<file path="src/rtl/alu_arbiter.sv">
`default_nettype none
// ============================================================================
// Module   : alu_arbiter (with its shared combinational alu)
// Brief    : Two requesters share one combinational ALU. A request is granted
//            in IDLE, its operands are registered, the ALU runs from those
//            registers in EXEC, and the registered result is held in RESP
//            until the consumer takes it.
// Options  : ALU_ARB_FIXED_PRIO_EN - when defined, requester 0 always wins
//            contention; when undefined (default), contention is round-robin.
// Revision : 1.0 - initial release
// ============================================================================

module alu #(
    parameter int WIDTH = 32,
    parameter int FW    = 3
) (
    input  logic [WIDTH-1:0] a,
    input  logic [WIDTH-1:0] b,
    input  logic [FW-1:0]    f,
    output logic [WIDTH-1:0] r
);

    localparam logic [FW-1:0] FN_AND  = FW'(3'b000);
    localparam logic [FW-1:0] FN_OR   = FW'(3'b001);
    localparam logic [FW-1:0] FN_ADD  = FW'(3'b010);
    localparam logic [FW-1:0] FN_ANDN = FW'(3'b100);
    localparam logic [FW-1:0] FN_ORN  = FW'(3'b101);
    localparam logic [FW-1:0] FN_SUB  = FW'(3'b110);
    localparam logic [FW-1:0] FN_SLT  = FW'(3'b111);

    // Decode the function code; arithmetic wraps, code 011 yields zero
    always_comb begin
        r = '0;
        case (f)
            FN_AND:  r = a & b;
            FN_OR:   r = a | b;
            FN_ADD:  r = a + b;
            FN_ANDN: r = a & ~b;
            FN_ORN:  r = a | ~b;
            FN_SUB:  r = a - b;
            FN_SLT:  r[0] = ($signed(a) < $signed(b));
            default: r = '0;
        endcase
    end

endmodule

module alu_arbiter #(
    parameter int WIDTH = 32,
    parameter int FW    = 3
) (
    input  logic             clk,
    input  logic             rst_n,
    input  logic             req0_valid,
    output logic             req0_ready,
    input  logic [WIDTH-1:0] req0_a,
    input  logic [WIDTH-1:0] req0_b,
    input  logic [FW-1:0]    req0_f,
    input  logic             req1_valid,
    output logic             req1_ready,
    input  logic [WIDTH-1:0] req1_a,
    input  logic [WIDTH-1:0] req1_b,
    input  logic [FW-1:0]    req1_f,
    output logic             rsp_valid,
    input  logic             rsp_ready,
    output logic             rsp_id,
    output logic [WIDTH-1:0] rsp_r,
    output logic             rsp_zero,
    output logic             busy
);

    typedef enum logic [1:0] {
        ST_IDLE = 2'd0,
        ST_EXEC = 2'd1,
        ST_RESP = 2'd2
    } state_t;

    state_t           state_q, state_d;
    logic [WIDTH-1:0] op_a_q, op_a_d;
    logic [WIDTH-1:0] op_b_q, op_b_d;
    logic [FW-1:0]    op_f_q, op_f_d;
    logic             op_id_q, op_id_d;
    logic             rsp_valid_q, rsp_valid_d;
    logic             rsp_id_q, rsp_id_d;
    logic [WIDTH-1:0] rsp_r_q, rsp_r_d;
    logic             rsp_zero_q, rsp_zero_d;
`ifndef ALU_ARB_FIXED_PRIO_EN
    // Requester granted most recently; the other one wins the next tie
    logic             last_q, last_d;
`endif

    logic             grant_valid;
    logic             grant_id;
    logic [WIDTH-1:0] alu_r;

    // The shared ALU only ever sees the registered operands
    alu #(
        .WIDTH (WIDTH),
        .FW    (FW)
    ) u_alu (
        .a (op_a_q),
        .b (op_b_q),
        .f (op_f_q),
        .r (alu_r)
    );

    // Pick the requester to serve from the current valids
    always_comb begin
        grant_valid = req0_valid | req1_valid;
        grant_id    = 1'b0;
        if (req0_valid && req1_valid) begin
`ifdef ALU_ARB_FIXED_PRIO_EN
            grant_id = 1'b0;
`else
            grant_id = ~last_q;
`endif
        end else if (req1_valid) begin
            grant_id = 1'b1;
        end
    end

    assign req0_ready = (state_q == ST_IDLE) && grant_valid && !grant_id;
    assign req1_ready = (state_q == ST_IDLE) && grant_valid &&  grant_id;

    // Next-state and register updates for accept / execute / respond
    always_comb begin
        state_d     = state_q;
        op_a_d      = op_a_q;
        op_b_d      = op_b_q;
        op_f_d      = op_f_q;
        op_id_d     = op_id_q;
        rsp_valid_d = rsp_valid_q;
        rsp_id_d    = rsp_id_q;
        rsp_r_d     = rsp_r_q;
        rsp_zero_d  = rsp_zero_q;
`ifndef ALU_ARB_FIXED_PRIO_EN
        last_d      = last_q;
`endif
        case (state_q)
            ST_IDLE: begin
                if (grant_valid) begin
                    op_a_d  = grant_id ? req1_a : req0_a;
                    op_b_d  = grant_id ? req1_b : req0_b;
                    op_f_d  = grant_id ? req1_f : req0_f;
                    op_id_d = grant_id;
`ifndef ALU_ARB_FIXED_PRIO_EN
                    last_d  = grant_id;
`endif
                    state_d = ST_EXEC;
                end
            end
            ST_EXEC: begin
                rsp_r_d     = alu_r;
                rsp_zero_d  = (alu_r == '0);
                rsp_id_d    = op_id_q;
                rsp_valid_d = 1'b1;
                state_d     = ST_RESP;
            end
            ST_RESP: begin
                if (rsp_ready) begin
                    rsp_valid_d = 1'b0;
                    state_d     = ST_IDLE;
                end
            end
            default: begin
                rsp_valid_d = 1'b0;
                state_d     = ST_IDLE;
            end
        endcase
    end

    // State registers with synchronous active-low reset
    always_ff @(posedge clk) begin
        if (!rst_n) begin
            state_q     <= ST_IDLE;
            op_a_q      <= '0;
            op_b_q      <= '0;
            op_f_q      <= '0;
            op_id_q     <= 1'b0;
            rsp_valid_q <= 1'b0;
            rsp_id_q    <= 1'b0;
            rsp_r_q     <= '0;
            rsp_zero_q  <= 1'b0;
`ifndef ALU_ARB_FIXED_PRIO_EN
            last_q      <= 1'b1;
`endif
        end else begin
            state_q     <= state_d;
            op_a_q      <= op_a_d;
            op_b_q      <= op_b_d;
            op_f_q      <= op_f_d;
            op_id_q     <= op_id_d;
            rsp_valid_q <= rsp_valid_d;
            rsp_id_q    <= rsp_id_d;
            rsp_r_q     <= rsp_r_d;
            rsp_zero_q  <= rsp_zero_d;
`ifndef ALU_ARB_FIXED_PRIO_EN
            last_q      <= last_d;
`endif
        end
    end

    assign rsp_valid = rsp_valid_q;
    assign rsp_id    = rsp_id_q;
    assign rsp_r     = rsp_r_q;
    assign rsp_zero  = rsp_zero_q;
    assign busy      = (state_q != ST_IDLE);

endmodule

`default_nettype wire
</file>
<file path="config.mk">
export PLATFORM = sky130hd
export DESIGN_NAME = alu_arbiter
export DESIGN_NICKNAME = d
export VERILOG_FILES = /design/src/rtl/alu_arbiter.sv
export SDC_FILE = /design/constraint.sdc
export NUM_CORES = 1
export LEC_CHECK = 0
export CAP_MARGIN = 40
export CORE_MARGIN = 2
export CORE_UTILIZATION = 55
export DETAILED_ROUTE_END_ITERATION = 12
export GPL_ROUTABILITY_DRIVEN = 1
export PLACE_DENSITY_LB_ADDON = 0.15
export SLEW_MARGIN = 20
export SYNTH_ARGS = -nofsm -noshare
export SYNTH_HDL_FRONTEND = slang
export SYNTH_SLANG_ARGS = --single-unit
</file>
<file path="constraint.sdc">
create_clock -name clk -period 4.95 [get_ports clk]
set_input_delay 0.99 -clock clk [delete_from_list [all_inputs] [get_ports clk]]
set_output_delay 0.99 -clock clk [all_outputs]
set_load 0.01 [all_outputs]
</file>
==> run_results.csv, run 1 <==
group,metric,value,unit
status,status,"completed",
floorplan,initial_utilization,0.561,
pwr,seqPwrFrac,0.301,
route,postRouteAntennaNets,0,
synthesis,synth_edf_count,0,
floorplan,die_x,139,µm
finish,area_delta_synth_final,21.8,%
floorplan,io_pins,177,
timing,period_minus_slack,4580,ps
worst_hold_path,hold_start,"rsp_r[28]$_SDFFE_PN0P_",
pwr,total_power,3420,µW
setup_path,crit_required,5220,ps
timing,fmax,218,MHz
route,postRouteWirelength,35000,µm
global_routing,antenna_found_initial,0,
job,drv_cap,0,
synthesis,avgSynthCellArea,7.75,µm²
timing,setup_violations,0,
timing,slew_violations,0,
clock_network,htree_levels,3,
setup_path,end_kind,"flip-flop",
route,route.detailed.drc,0,
pwr,swShare,0.425,
clock_network,post_cts_resized,0,
synthesis,syn_area,10100,µm²
setup_path,rr_worst_depth,14,
timing,skew,7.06,ps
clock_network,hold_buffers,0,
synthesis,synth_nets,1577,
synthesis,synth.most_common_cell,"nor2_1",
pwr,powerDensity,278,nW/µm²
timing,rsz0062_at_grt,"no",
timing,period_share,0.925,
clock_network,clk_path_buf_depth,2,
placement,gp_congestion,1.02,
synthesis,ys_seq_elements,106,
setup_path,cp_data_arrival_time,4850,ps
clock_network,cts_tree,"yes",
setup_path,path_class,"reg2reg",
timing,finalSetupTns,0,ps
pwr,switchingPower,1460,µW
pwr,ir_drop,0.000281,V
setup_path,worstSetupStartpointType,"flip-flop",
worst_hold_path,hold_class,"reg2reg",
setup_path,r2r_start,"op_b_q[0]$_SDFFE_PN0P_",
synthesis,synth_top_area_frac,0.210,
floorplan,rows,49,
finish,final_nets,1689,
clock_network,cts-root-buf,"clkbuf_16",
finish,n_antenna_cell,0,
clock_network,numCtsBuffers,9,
synthesis,synth_area_leaders,"dfxtp_1, ha_1, nor2_1",
clock_network,cts_post_setup_buffers_inserted,0,
worst_hold_path,hold_depth,2,
synthesis,synth_cells,1302,
route,wl_per_cell,21.2,µm
global_routing,grt_usage,0.348,
global_routing,grt_pass1_wl,54600,µm
synthesis,yosys_most_used_dff,"dfxtp_1",
placement,port_buffers,176,
pwr,pwr-share-clk,0.214,
clock_network,clkLatencyLatePin,360,ps
synthesis,synth_seq_area_share,0.210,
clock_network,numClockSinks,106,
floorplan,core,18000,µm²
timing,hold_viol,0,
global_routing,grt_max_degree,70,
pwr,power.leakage,0.00473,µW
synthesis,async_flop_share,0,
setup_path,cp_max_fo,6,
route,dr.pass1.iters,10,
timing,slew_headroom,0.335,
route,drtIter0Drc,1321,
finish,drive_gt1_frac,0.0585,
route,routed_via_density,6.56,
timing,worst_pin_slew,972,ps
route,num_vias,10817,
clock_network,clk_transition_reported_paths,80,ps
pwr,internal-power,1970,µW
synthesis,synth_common_cells,"nor2_1, ha_1, inv_1",
worst_hold_path,hold_end,"rsp_r[28]$_SDFFE_PN0P_",
placement,hpwl,26200,µm
synthesis,yosys_warnings,0,
finish,nFillCells,1530,
pwr,combPwrFrac,0.484,
global_routing,grt_overflow,0,
global_routing,grt_pass1_vias,10078,
floorplan,die-area,19400,µm²
synthesis,synth.distinct_cells,83,
setup_path,rrSetupSlack,370,ps
floorplan,die_y,139,µm
synthesis,yosysTopAreaCell,"dfxtp_1",
setup_path,r2r-end,"rsp_zero$_SDFFE_PN0P_",
[stage by stage]
step	cell area, µm²	std cells	utilization	hold WS (ps)	setup slack, ps
4_1_cts	12200	1646	0.681	460	575
6_report	12300	1648	0.684	457	369
2_1_floorplan	10100	1302	-	432	1380
3_5_place_dp	12000	1630	0.665	450	613
3_3_place_gp	11900	1629	0.665	438	843
5_1_grt	12300	1648	0.684	482	241
[cells by family (layout without fill, tap and decap cells)]
family / after synthesis / in the layout / share of synthesized area
AND/OR/NAND/NOR: 390 / 390 / 0.178
buffers and inverters: 230 / 347 / 0.0871
adder cells (fa/ha/maj): 136 / 136 / 0.170
AO/OA/AOI/OAI: 385 / 385 / 0.280
flip-flops: 106 / 106 / 0.210
multiplexers: 32 / 32 / 0.0546
XOR/XNOR: 23 / 23 / 0.0200
[registers in the layout (all words and copies together), names as in the netlist]
register and count:
rsp_zero 1, rsp_valid 1, state_q 2, op_b_q 32
last_q 1, rsp_r 32, op_f_q 3, rsp_id 1
op_a_q 32, op_id_q 1
[layer usage]
metal  up-vias  part of all wire  GRT usage
met5         -                 0          0
met4         0             0.026      0.107
met3        81             0.093     0.0568
met2       629              0.45      0.554
met1      5138              0.43      0.484
li1       4969                 -          -
[power by group through the flow]
stage	clock (µW)	sequential (µW)	combinational, µW
2_1_floorplan	0	1030	1070
3_3_place_gp	0	1040	1570
3_5_place_dp	0	1050	1600
4_1_cts	737	1030	1610
5_1_grt	764	1040	1800
6_report	732	1030	1660
[cell usage in the layout, fill, tap and decap left out, types with 35 or more instances in the layout]
master           count
o21ai_0             49
a222oi_1            68
dfxtp_1            104
inv_1              131
a21oi_1             91
clkdlybuf4s50_1    176
nor2_1             196
ha_1               134
nand2_1             68
a211oi_1            35
[critical path: stages (launching register included)]
cell and delay, ps:
dfxtp_1 410, ha_1 270, inv_1 80, fa_1 400, nor2b_1 220, o2111ai_1 370
a2111oi_0 1000, a2111oi_0 250, o21bai_1 200, o41ai_1 120, nand2_1 120, o211ai_1 110
nor4_1 420, nand4_1 170, o41ai_2 320
[final cells by class]
type                    instances  area, µm²  area share
multi-input cells             966       7120       0.579
flip-flops and latches        106       2120       0.173
repair buffers                198       1980       0.161
inverters                     133        499      0.0406
well taps                     229        287      0.0233
clock buffers                  10        229      0.0186
clock inverters                 6       57.6     0.00468
[worst max path at each step]
stage	from	slack [ps]	endpoint
6_report	op_b_q[0]$_SDFFE_PN0P_	370	rsp_zero$_SDFFE_PN0P_
2_1_floorplan	op_a_q[1]$_SDFFE_PN0P_	1380	rsp_zero$_SDFFE_PN0P_
3_5_place_dp	op_a_q[1]$_SDFFE_PN0P_	610	rsp_zero$_SDFFE_PN0P_
3_3_place_gp	op_a_q[1]$_SDFFE_PN0P_	840	rsp_zero$_SDFFE_PN0P_
5_1_grt	op_a_q[6]$_SDFFE_PN0P_	240	rsp_zero$_SDFFE_PN0P_
4_1_cts	op_a_q[1]$_SDFFE_PN0P_	570	rsp_zero$_SDFFE_PN0P_
No activity file was read; power rests on OpenSTA's default activity.
==> inputs of run 2 (changes only) <==
--- a/config.mk
+++ b/config.mk
@@ -5,9 +5,10 @@
 export SDC_FILE = /design/constraint.sdc
 export NUM_CORES = 1
 export LEC_CHECK = 0
+export ABC_AREA = 1
 export CAP_MARGIN = 40
 export CORE_MARGIN = 2
-export CORE_UTILIZATION = 55
+export CORE_UTILIZATION = 56
 export DETAILED_ROUTE_END_ITERATION = 12
 export GPL_ROUTABILITY_DRIVEN = 1
 export PLACE_DENSITY_LB_ADDON = 0.15
==> run 2 against run 1 <==
Total power grew 12%. Flip-flop and latch count did not move. Hold slack improved by 36 ps. Global-route usage is 5.8 points higher. Routed wire length grew 28%.
==> run_results.csv, run 2 <==
group,metric,value,unit
timing,skew,16.5,ps
status,status,"completed",
floorplan,rows,52,
placement,port_buffers,176,
route,postRouteAntennaNets,0,
route,wl_per_cell,19.1,µm
timing,slew_headroom,0.418,
synthesis,yosysTopAreaCell,"dfxtp_1",
finish,n_antenna_cell,0,
synthesis,ys_seq_elements,106,
worst_hold_path,hold_class,"reg2reg",
timing,worst_pin_slew,864,ps
global_routing,grt_overflow,0,
global_routing,grt_max_degree,69,
synthesis,avgSynthCellArea,5.92,µm²
clock_network,clkLatencyLatePin,370,ps
global_routing,grt_usage,0.405,
placement,gp_congestion,1.07,
pwr,total_power,3840,µW
global_routing,grt_pass1_wl,68600,µm
synthesis,async_flop_share,0,
timing,fmax,258,MHz
finish,area_delta_synth_final,18.8,%
route,postRouteWirelength,44700,µm
finish,final_nets,2336,
clock_network,cts_tree,"yes",
synthesis,synth_area_leaders,"dfxtp_1, nand2_1, ha_1",
synthesis,synth_edf_count,0,
floorplan,io_pins,177,
route,route.detailed.drc,0,
timing,setup_violations,0,
floorplan,die-area,21700,µm²
route,drtIter0Drc,1774,
global_routing,grt_pass1_vias,12774,
timing,slew_violations,0,
synthesis,yosys_warnings,0,
synthesis,synth_cells,1940,
synthesis,syn_area,11500,µm²
clock_network,numCtsBuffers,9,
global_routing,antenna_found_initial,0,
floorplan,core,20200,µm²
placement,hpwl,36700,µm
timing,finalSetupTns,0,ps
floorplan,initial_utilization,0.569,
pwr,ir_drop,0.000216,V
clock_network,hold_buffers,0,
synthesis,synth.distinct_cells,42,
setup_path,path_class,"in2out",
floorplan,die_x,147,µm
setup_path,crit_required,3960,ps
route,dr.pass1.iters,6,
floorplan,die_y,147,µm
clock_network,cts-root-buf,"clkbuf_16",
clock_network,post_cts_resized,0,
clock_network,clk_transition_reported_paths,90,ps
synthesis,synth_common_cells,"nand2_1, inv_1, nor2_1",
finish,drive_gt1_frac,0.0508,
finish,final_common_cell,"nand2_1",
clock_network,htree_levels,3,
route,num_vias,13672,
clock_network,cts_post_setup_buffers_inserted,0,
timing,period_share,0.784,
route,routed_via_density,5.85,
synthesis,synth_nets,2215,
pwr,powerDensity,282,nW/µm²
pwr,power.leakage,0.00669,µW
clock_network,clk_path_buf_depth,2,
setup_path,cp_max_fo,26,
synthesis,synth_seq_area_share,0.185,
synthesis,synth_top_area_frac,0.185,
finish,final_cell_mix,"nand2_1, inv_1, nor2_1",
timing,period_minus_slack,3880,ps
clock_network,numClockSinks,106,
job,drv_cap,0,
synthesis,yosys_most_used_dff,"dfxtp_1",
setup_path,worstSetupStartpointType,"primary input",
synthesis,synth.most_common_cell,"nand2_1",
timing,rsz0062_at_grt,"no",
setup_path,end_kind,"output port",
setup_path,cp_data_arrival_time,2890,ps
timing,hold_viol,0,
==> run 2: cell types whose count changed in the layout (fill, tap and decap cells not counted), moves of 19 or more <==
cell,change
inv_1,+153
nor2_1,+62
a221oi_1,+26
nor2_2,+20
a31oi_1,+32
nor3_1,-19
a211oi_1,-28
a21oi_1,-29
a222oi_1,-68
nand3_1,+132
o22ai_1,+39
nand2_1,+475
xnor2_1,-20
==> run 2: critical path, cell delays in order <==
cell and delay (ps):
clkdlybuf4s50_1 560, o21ai_2 120, a21oi_4 540, clkdlybuf4s50_1 660
==> run 2: final timing paths <==
check | start | end | slack, ps | cells after the start
max | req1_valid | req0_ready | 1070 | 4
min | op_id_q$_SDFFE_PN0P_ | op_id_q$_SDFFE_PN0P_ | 490 | 2
max reg2reg | op_f_q[0]$_SDFFE_PN0P_ | rsp_zero$_SDFFE_PN0P_ | 1610 | 16
min reg2reg | op_id_q$_SDFFE_PN0P_ | op_id_q$_SDFFE_PN0P_ | 490 | 2
==> run 2: stage by stage <==
step	hold slack (ps)	cell area (µm²)	std cells	utilization	setup slack, ps
final	494	13600	2336	0.676	1070
after global routing	527	13600	2336	0.676	998
after CTS	494	13600	2335	0.675	1070
after detailed placement	479	13300	2319	0.661	1080
after global placement	455	13200	2316	0.656	1100
after floorplan	443	11500	1940	-	2250
==> run 2: area by class of cell <==
cell class	count	area (µm²)
Clock buffer	9	225
Clock inverter	7	70.1
Fill cell	1800	6530
Inverter	303	1140
Multi-Input combinational cell	1453	7820
Sequential cell	106	2120
Tap cell	270	338
Timing Repair Buffer	188	1920
==> run 2: cells by family (layout without fill, tap and decap cells) <==
group                    Yosys count  in the layout  synth area share
buffers and inverters            381            507             0.137
AND/OR/NAND/NOR                 1047           1047             0.383
XOR/XNOR                           1              1          0.000763
AO/OA/AOI/OAI                    269            269             0.145
flip-flops                       106            106             0.185
adder cells (fa/ha/maj)          136            136             0.150
==> run 2: where the power goes <==
group / total [µW] / switching (µW) / internal (µW)
combinational: 2060 / 1390 / 675
clock: 737 / 380 / 357
sequential: 1040 / 99.6 / 942
==> run 2: per-layer routing <==
metal  track usage  up-vias  wire (µm)
met2         0.646      856      19400
met1         0.548     6284      18100
met5             0        -          0
li1              -     6446          -
met3        0.0758       86       5520
met4         0.148        0       1640
